===== src/rtl/bellek_hakem_pkg.sv =====
// Shared definitions for the iomem arbiter.
//   hakem_durum_t   : arbiter FSM states (BOSTA idle, ISTEK bus request, YANIT response)
//   hakem_id_t      : grant identifiers (GO = instruction side, YO = data side)
//   HAKEM_HATA_VERI : read data returned on a timed-out transaction
package bellek_hakem_pkg;

  typedef enum logic [1:0] {
    HAKEM_BOSTA = 2'd0,
    HAKEM_ISTEK = 2'd1,
    HAKEM_YANIT = 2'd2
  } hakem_durum_t;

  typedef enum logic {
    HAKEM_GO = 1'b0,
    HAKEM_YO = 1'b1
  } hakem_id_t;

  localparam logic [31:0] HAKEM_HATA_VERI = 32'h0;

endpackage


===== src/rtl/bellek_hakem.sv =====
// Two-requester round-robin arbiter in front of the single iomem port.
//   clk_i, rst_i        : clock (rising edge), synchronous active-high reset
//   go_istek_i/adres_i  : instruction-cache miss read request
//   go_veri_o/hazir_o/hata_o : read data, one-cycle completion pulse, timeout flag
//   yo_istek_i/adres_i/yaz_veri_i/wstrb_i : data-cache miss request (wstrb=0 is a read)
//   yo_veri_o/hazir_o/hata_o : same meaning as the go outputs
//   iomem_*             : registered bus request, ready/rdata back from memory
// A transaction that sees no iomem_ready for ZAMAN_ASIMI cycles is ended with
// hata=1 and zero data; ZAMAN_ASIMI=0 disables the timeout.
module bellek_hakem #(
  parameter int unsigned ZAMAN_ASIMI = 255
) (
  input  logic        clk_i,
  input  logic        rst_i,
  input  logic        go_istek_i,
  input  logic [31:0] go_adres_i,
  output logic [31:0] go_veri_o,
  output logic        go_hazir_o,
  output logic        go_hata_o,
  input  logic        yo_istek_i,
  input  logic [31:0] yo_adres_i,
  input  logic [31:0] yo_yaz_veri_i,
  input  logic [3:0]  yo_wstrb_i,
  output logic [31:0] yo_veri_o,
  output logic        yo_hazir_o,
  output logic        yo_hata_o,
  output logic        iomem_valid,
  input  logic        iomem_ready,
  output logic [3:0]  iomem_wstrb,
  output logic [31:0] iomem_addr,
  output logic [31:0] iomem_wdata,
  input  logic [31:0] iomem_rdata
);
  import bellek_hakem_pkg::*;

  localparam int unsigned SAYAC_W = (ZAMAN_ASIMI == 0) ? 1 : $clog2(ZAMAN_ASIMI + 1);
  localparam logic [SAYAC_W-1:0] SAYAC_SON = SAYAC_W'(ZAMAN_ASIMI);

  hakem_durum_t       durum, durum_d;
  hakem_id_t          sahip, sahip_d;   // current grant
  hakem_id_t          son, son_d;       // last-served requester
  hakem_id_t          kazanan;
  logic [SAYAC_W-1:0] sayac, sayac_d, sayac_art;
  logic               zaman_doldu;

  logic        valid_d;
  logic [3:0]  wstrb_d;
  logic [31:0] addr_d, wdata_d;
  logic [31:0] go_veri_d, yo_veri_d;
  logic        go_hazir_d, go_hata_d, yo_hazir_d, yo_hata_d;

  // Tie goes to whoever was not served last.
  always_comb begin
    if (go_istek_i && yo_istek_i) begin
      kazanan = (son == HAKEM_GO) ? HAKEM_YO : HAKEM_GO;
    end else if (yo_istek_i) begin
      kazanan = HAKEM_YO;
    end else begin
      kazanan = HAKEM_GO;
    end
  end

  // Saturating so a disabled timeout can never wrap back to a match.
  assign sayac_art   = (sayac == '1) ? sayac : sayac + SAYAC_W'(1);
  assign zaman_doldu = (ZAMAN_ASIMI != 0) && (sayac_art == SAYAC_SON);

  always_comb begin
    // NOTE: every signal gets its hold value first so no path through the case leaves one unassigned, which would infer a latch.
    durum_d    = durum;
    sahip_d    = sahip;
    son_d      = son;
    sayac_d    = sayac;
    valid_d    = iomem_valid;
    addr_d     = iomem_addr;
    wdata_d    = iomem_wdata;
    wstrb_d    = iomem_wstrb;
    go_veri_d  = go_veri_o;
    go_hata_d  = go_hata_o;
    yo_veri_d  = yo_veri_o;
    yo_hata_d  = yo_hata_o;
    go_hazir_d = 1'b0;
    yo_hazir_d = 1'b0;

    case (durum)
      HAKEM_BOSTA: begin
        if (go_istek_i || yo_istek_i) begin
          sahip_d = kazanan;
          sayac_d = '0;
          valid_d = 1'b1;
          durum_d = HAKEM_ISTEK;
          if (kazanan == HAKEM_YO) begin
            addr_d  = yo_adres_i;
            wdata_d = yo_yaz_veri_i;
            wstrb_d = yo_wstrb_i;
          end else begin
            addr_d  = go_adres_i;
            wdata_d = '0;
            wstrb_d = '0;
          end
        end
      end

      HAKEM_ISTEK: begin
        if (iomem_ready || zaman_doldu) begin
          // A ready arriving on the timeout cycle still counts as success.
          valid_d = 1'b0;
          son_d   = sahip;
          durum_d = HAKEM_YANIT;
          if (sahip == HAKEM_GO) begin
            go_veri_d  = iomem_ready ? iomem_rdata : HAKEM_HATA_VERI;
            go_hata_d  = !iomem_ready;
            go_hazir_d = 1'b1;
          end else begin
            yo_veri_d  = iomem_ready ? iomem_rdata : HAKEM_HATA_VERI;
            yo_hata_d  = !iomem_ready;
            yo_hazir_d = 1'b1;
          end
        end else begin
          sayac_d = sayac_art;
        end
      end

      // Requests are deliberately not looked at here; a held istek is
      // picked up from BOSTA on the following edge.
      HAKEM_YANIT: durum_d = HAKEM_BOSTA;

      default: durum_d = HAKEM_BOSTA;
    endcase
  end

  always_ff @(posedge clk_i) begin
    if (rst_i) begin
      durum       <= HAKEM_BOSTA;
      sahip       <= HAKEM_GO;
      son         <= HAKEM_YO;
      sayac       <= '0;
      iomem_valid <= 1'b0;
      iomem_addr  <= '0;
      iomem_wdata <= '0;
      iomem_wstrb <= '0;
      go_veri_o   <= '0;
      go_hazir_o  <= 1'b0;
      go_hata_o   <= 1'b0;
      yo_veri_o   <= '0;
      yo_hazir_o  <= 1'b0;
      yo_hata_o   <= 1'b0;
    end else begin
      // NOTE: non-blocking assignments so every register samples pre-edge values regardless of statement order.
      durum       <= durum_d;
      sahip       <= sahip_d;
      son         <= son_d;
      sayac       <= sayac_d;
      iomem_valid <= valid_d;
      iomem_addr  <= addr_d;
      iomem_wdata <= wdata_d;
      iomem_wstrb <= wstrb_d;
      go_veri_o   <= go_veri_d;
      go_hazir_o  <= go_hazir_d;
      go_hata_o   <= go_hata_d;
      yo_veri_o   <= yo_veri_d;
      yo_hazir_o  <= yo_hazir_d;
      yo_hata_o   <= yo_hata_d;
    end
  end

endmodule


===== config.mk =====
export PLATFORM = sky130hd
export DESIGN_NAME = bellek_hakem
export DESIGN_NICKNAME = d
export VERILOG_FILES = /design/src/rtl/bellek_hakem_pkg.sv /design/src/rtl/bellek_hakem.sv
export SDC_FILE = /design/constraint.sdc
export NUM_CORES = 1
export LEC_CHECK = 0
export CORE_AREA = 2 2 125 127
export CTS_BUF_LIST = sky130_fd_sc_hd__clkbuf_8
export CTS_CLUSTER_DIAMETER = 200
export CTS_CLUSTER_SIZE = 30
export DETAILED_ROUTE_END_ITERATION = 10
export DIE_AREA = 0 0 127 129
export GPL_TIMING_DRIVEN = 1
export PLACE_DENSITY = 0.81
export SYNTH_ARGS = -nofsm -noshare
export SYNTH_HDL_FRONTEND = slang
export SYNTH_SLANG_ARGS = --single-unit

===== constraint.sdc =====
create_clock -name clk_i -period 2.1 [get_ports clk_i]
set_clock_uncertainty 0.05 [all_clocks]
set_input_delay 0.21 -clock clk_i [delete_from_list [all_inputs] [get_ports clk_i]]
set_output_delay 0.21 -clock clk_i [all_outputs]
set_load 0.05 [all_outputs]

# ---- Yosys cells after proc, flatten, opt, wreduce, memory -nomap -nowiden
# Index checks and enable logic that the tools add are counted.
dict set report totals {
  elab_cells 57
  output_inout_bits 137
  ff_bits 149
}
dict set report classes {
  n_reduce_logical 14
  bitwise 3
  eq_ne 6
  addsub 1
  n_mux 19
}
# cell n
set ops {}
lappend ops {{2-to-1 mux 32 bit} 3}
lappend ops {{2-to-1 mux 8 bit} 3}
lappend ops {{equality test 8 bit (second input constant)} 2}
lappend ops {{one-hot mux 8 bit (2 select lines)} 1}
lappend ops {{AND reduction 3 bit} 4}
lappend ops {{adder 8 x 1 -> 8 bit (second input constant)} 1}
lappend ops {{2-to-1 mux 1 bit} 7}
lappend ops {{inequality test 2 bit (second input constant)} 3}
lappend ops {{AND reduction 2 bit} 3}
lappend ops {{2-to-1 mux 2 bit} 2}
lappend ops {{2-to-1 mux 4 bit} 1}
lappend ops {{one-hot mux 2 bit (2 select lines)} 1}
lappend ops {{NOT 1 bit} 3}
lappend ops {{OR reduction 3 bit} 1}
lappend ops {{equality test 2 x 1 -> 1 bit (second input constant)} 1}
lappend ops {{logical NOT 2 bit} 1}
lappend ops {{logical OR 1 bit} 2}
lappend ops {{one-hot mux 1 bit (2 select lines)} 1}
lappend ops {{nonzero test 2 bit} 1}
lappend ops {{logical AND 1 bit} 1}
lappend ops {{logical NOT 1 bit} 1}

# ---- Longest topological paths before layout
dict set report depth {
  word_depth 6
  ltp_mapped 8
  mapped_depth_nobuf 7
}

# ---- Worst setup path before layout
# Ideal clock, no wire load.
dict set report synth_path {
  path_kind {register -> register}
  start {register sayac[0]}
  end {register yo_veri_o[4]}
  n_path_buf 1
  t_arrival_ns 2.092
  slack_ns -0.159
  path_stages_with_launch 9
  setup_time_ns 0.117
  cell_sequence {dfxtp_1 ha_1 nand4_2 or3b_4 a211oi_4 a21o_4 a21oi_4 buf_6 a32o_2}
}
dict set report synth_between {
  elab_chain_cells 5
}
# item line_no
set synth_lines {}
lappend synth_lines {{start, declared} bellek_hakem.sv:43} ;# logic [SAYAC_W-1:0] sayac, sayac_d, sayac_art;
lappend synth_lines {{start signal, assigned} bellek_hakem.sv:152} ;# sayac <= sayac_d;
lappend synth_lines {{adder 8 x 1 -> 8 bit or equality test 8 bit (tied branches)} bellek_hakem.sv:64} ;# assign sayac_art = (sayac == '1) ? sayac : sayac + SAYAC_W'(1);
lappend synth_lines {{2-to-1 mux 8 bit (*)} bellek_hakem.sv:64}
lappend synth_lines {{equality test 8 bit (*)} bellek_hakem.sv:65} ;# assign zaman_doldu = (ZAMAN_ASIMI != 0) && (sayac_art == SAYAC_SON);
lappend synth_lines {{logical OR 1 bit (*)} bellek_hakem.sv:104} ;# if (iomem_ready || zaman_doldu) begin
lappend synth_lines {{AND reduction 3 bit (no source line) (*)} -}
lappend synth_lines {{end signal, assigned} bellek_hakem.sv:160} ;# yo_veri_o <= yo_veri_d;
lappend synth_lines {{end, declared} bellek_hakem.sv:24} ;# output logic [31:0] yo_veri_o,
# Every way passes the cells marked *; elsewhere a longest branch is shown, timed or not.
# A chain may end at the register's enable or synchronous reset.

# ---- Worst setup path in the final report
dict set report layout_path {
  start {register sayac[0]}
  end {register yo_veri_o[31]}
}
# The elaborated chain is that of the path after synthesis.

==> impl_results.md <==
* Global router's overall resource usage at about a fifth
* Clock buffers created by TritonCTS at 17
* Placed cell count at 966
* Slew of the pin with the lowest slew margin at 1.04 ns
* Flops & latches, synth at 149
* Mean instance size in the synthesized netlist at about 11 sq um
* Worst Setup SP: sayac[0]$_SDFFE_PP0P_
* Data arrival time of the critical path at 2.49 ns
* Final hold violation count at 0
* Core area at 15000 sq um
* Number of non-filler instances in the completed layout at 1017
* Top post-synthesis cells by area: dfxtp_1 (53%), a32o_1 (11%), mux2i_1 (6.1%), nor2_1 (5.5%), a22oi_1 (5.0%)
* Switching component of the power at 2220 uW
* Post-Synthesis Net Count at 658
* Req. time, crit path at roughly 2.4 ns
* Fraction of the yosys area taken by sequential cells at 53.4%
* Worst-path clk slew at around 0.090 ns
* Detailed router's first-iteration violation count at 266
* Proportion of register bits with asynchronous set or reset after synthesis at 0%
* Total die area at 16400 sq um
* Max cap viols at 0
* Cell-by-cell trace of the critical path: ha_4 > nand4_4 > or3b_4 > a211oi_4 > a21o_4 > a21oi_4 > clkbuf_16 > a32o_1
* Worst hold slack after final layout at 0.123 ns
* Status: complete, but fails checks
* Setup Crit Path Kind: register to register
* IO Port Bufs at ~270
* Final routed wire length divided by cell count at 17.5 um
* Pre-CTS setup slack at -0.283 ns
* Layout cell share with drive strength beyond 1 at between 10% and 20%
* Unrepaired setup endpoints after global routing: yes
* Post-Synthesis Cell Area at 5590 sq um
* Layout Nets at 954
* Post-layout instance area at about 9400 sq um
* Die X at between 100 and 150 um
* Cell row count at 45
* Fmax achieved at 0.454 GHz
* Peak ir drop on the vdd network at 0.000426 V
* Maximum level of the CTS H-tree at 4
* Number of antenna-violating nets in the routed design at 0
* Placed inst area at 8640 sq um
* Sequential share of power at about 43%
* Failing checks: setup timing
* Cell at the root of the clock tree: clkbuf_8
* Clock tree from TritonCTS: yes
* Total of fill cells in the finished design at 1227
* Hold Crit Class: input port to register
* Number of hold buffers added after CTS at 0
* Maximum number of pins on one net before global-route repair at 65
* Multi-input gate area in the final layout at between 2000 and 2500 sq um
* Internal power component at about 5000 uW
* Wire length of the first global-routing pass at about 27000 um
* Final clock period utilization by the worst path at 105%
* Fraction of post-synthesis cell area in the top cell type by area at 53.4%
* Final Wtd Congestion at 0.855
* Initial antenna violation count at 1
* Effective utilization at floorplan at 37.3%
* Top_reg_cell synth: dfxtp_1
* Reg-to-reg startpoint: sayac[0]$_SDFFE_PP0P_
* Clock latency on the worst-skew pair at between 0.4 and 0.5 ns
* Post-synthesis to final-layout area growth at 67.8%
* Buffer depth of the longest clock path at 2
* Switch share at between 30% and 40%
* Slowest-stage cell, CP: or3b_4
* Max stage delay on crit path at 0.43 ns
* Minimum setup slack in the final design at -0.103 ns
* Die extent in y at 129 um
* Sum of routed wire length over all layers at 17800 um
* Total chip power at between 7000 and 8000 uW
* Half-perimeter wire length of the detailed placement result at 11700 um
* Number of vias per cell after detailed routing at between 5 and 6
* Top library cells by usage in the layout, fill and taps aside: clkdlybuf4s50_1 (272), dfxtp_1 (142), nor2_1 (81)
* Detailed-route via count at 5477
* CP endpoint kind: register
* Number of distinct standard cells referenced by the synthesized netlist at 54
* Cell type contributing the most total cell area after synthesis: dfxtp_1
* Final count of negative-setup-slack endpoints at 68
* Register area at 3000 sq um
* Synth Instances at 520
* Via count of the first global-routing pass at 5309
* Share of power burned in combinational logic at 23.7%
* Top-level I/O count at 274
* Clock period minus final worst setup slack at 2.20 ns
* Leakage power summed over all cells at between 0.003 and 0.004 uW
* Final max-slew violation count at 0
* Relative slew slack at a little under a third
* Aggregate global routing overflow at 0
* Clock group share of total power at 33.4%
* Count of unresolved DRC violations after routing at 0
* Startpoint type of the worst setup path: register
* Leading cell type in the layout, fill and taps excluded: clkdlybuf4s50_1
* Antenna Diode Count at 0
* Cell Pwr Density at 757 nW/um^2
* Total iterations of the first detailed-routing run at 5
* Synthesis Warnings at 0
* Number of sinks driven by the clock tree at 149
* Count of flip-flops with a built-in enable after synthesis at 0
* Largest fanout on the critical path at 7
* Startpoint of the tightest hold check path: rst_i
## per-layer routing
metal	vias to the layer above	part of all wire, %	GRT usage, %
li1	2583	-	-
met1	2613	41	25.0
met2	248	48	35.3
met3	31	8.5	6.69
met4	2	1.9	7.50
met5	-	0.073	0
## power by group through the flow
stage,Combinational (uW),Sequential [uW],Clock (uW)
after floorplan,441,3610,0
after global placement,1600,3110,0
after detailed placement,1620,3120,0
after CTS,1670,3050,2450
after global routing,1770,3070,2570
final,1680,3050,2370
## through the flow
stage	setup TNS, ns	utilization (%)
floorplan	0	-
global placement	-13.50	57.7
detailed placement	-16.86	57.7
CTS	-1.32	62.0
global route	-9.24	62.6
finish	-3.91	62.6
## final timing paths
path,endpoint,slack [ns],cells after the start
max reg2reg,yo_veri_o[31]$_SDFFE_PP0P_,-0.10,8
min reg2reg,yo_veri_o[14]$_SDFFE_PP0P_,0.42,1
max,yo_veri_o[31]$_SDFFE_PP0P_,-0.10,8
min,sayac[7]$_SDFFE_PP0P_,0.12,2
## worst max-delay path, delay by kind of cell, from the launching register on
family / cells / cell delay (ns)
buffers and inverters: 1 / 0.19
AND/OR/NAND/NOR: 2 / 0.52
flip-flops: 1 / 0.37
AO/OA/AOI/OAI: 4 / 0.79
adder cells (fa/ha/maj): 1 / 0.18
## repair_timing
| action | in CTS | in global routing |
|---|---|---|
| endpoints found under the setup margin | 73 | 76 |
| setup buffers | 11 | 4 |
| gates resized for setup | 21 | 9 |
| cloned | 3 | 1 |
| pin swaps | 14 | 8 |
## logic make-up after synthesis
logic type | after synthesis | synth area share (%)
compound gates | 167 | 25.7
fa+ha+maj | 1 | 0.224
buf+inv | 54 | 5.08
flops | 149 | 53.4
mux | 35 | 6.29
simple gates | 114 | 9.34
## sequential cells by signal, summed over array words and instances (netlist names), 2 cells and up
name / cells
durum: 2
yo_veri_o: 32
iomem_wstrb: 4
iomem_addr: 32
go_veri_o: 32
sayac: 8
iomem_wdata: 32
## cell usage after synthesis, types with 2 or more instances
cell	instances
nor2_1	82
buf_6	7
nor3_1	4
a31oi_1	2
a21oi_4	2
a211oi_1	34
nand2_1	2
and2_1	6
a32o_2	3
buf_2	3
and3_1	2
clkbuf_1	32
nor3b_1	2
buf_1	4
nand3_1	4
a32o_1	59
dlygate4sd1_1	2
o21ai_0	4
nor2b_1	3
a22o_1	2
buf_4	2
mux2i_1	34
a21oi_1	9
a22oi_1	37
and4_1	2
dfxtp_1	149
## layout make-up
type,instances,area share (%)
clock inverter,15,2.07
tap,188,2.51
sequential,149,32.0
clock buffer,17,2.50
inverter,2,0.0801
timing repair buffer,327,34.8
multi-input combinational,319,26.1
Power figures use the tool's default switching activity.
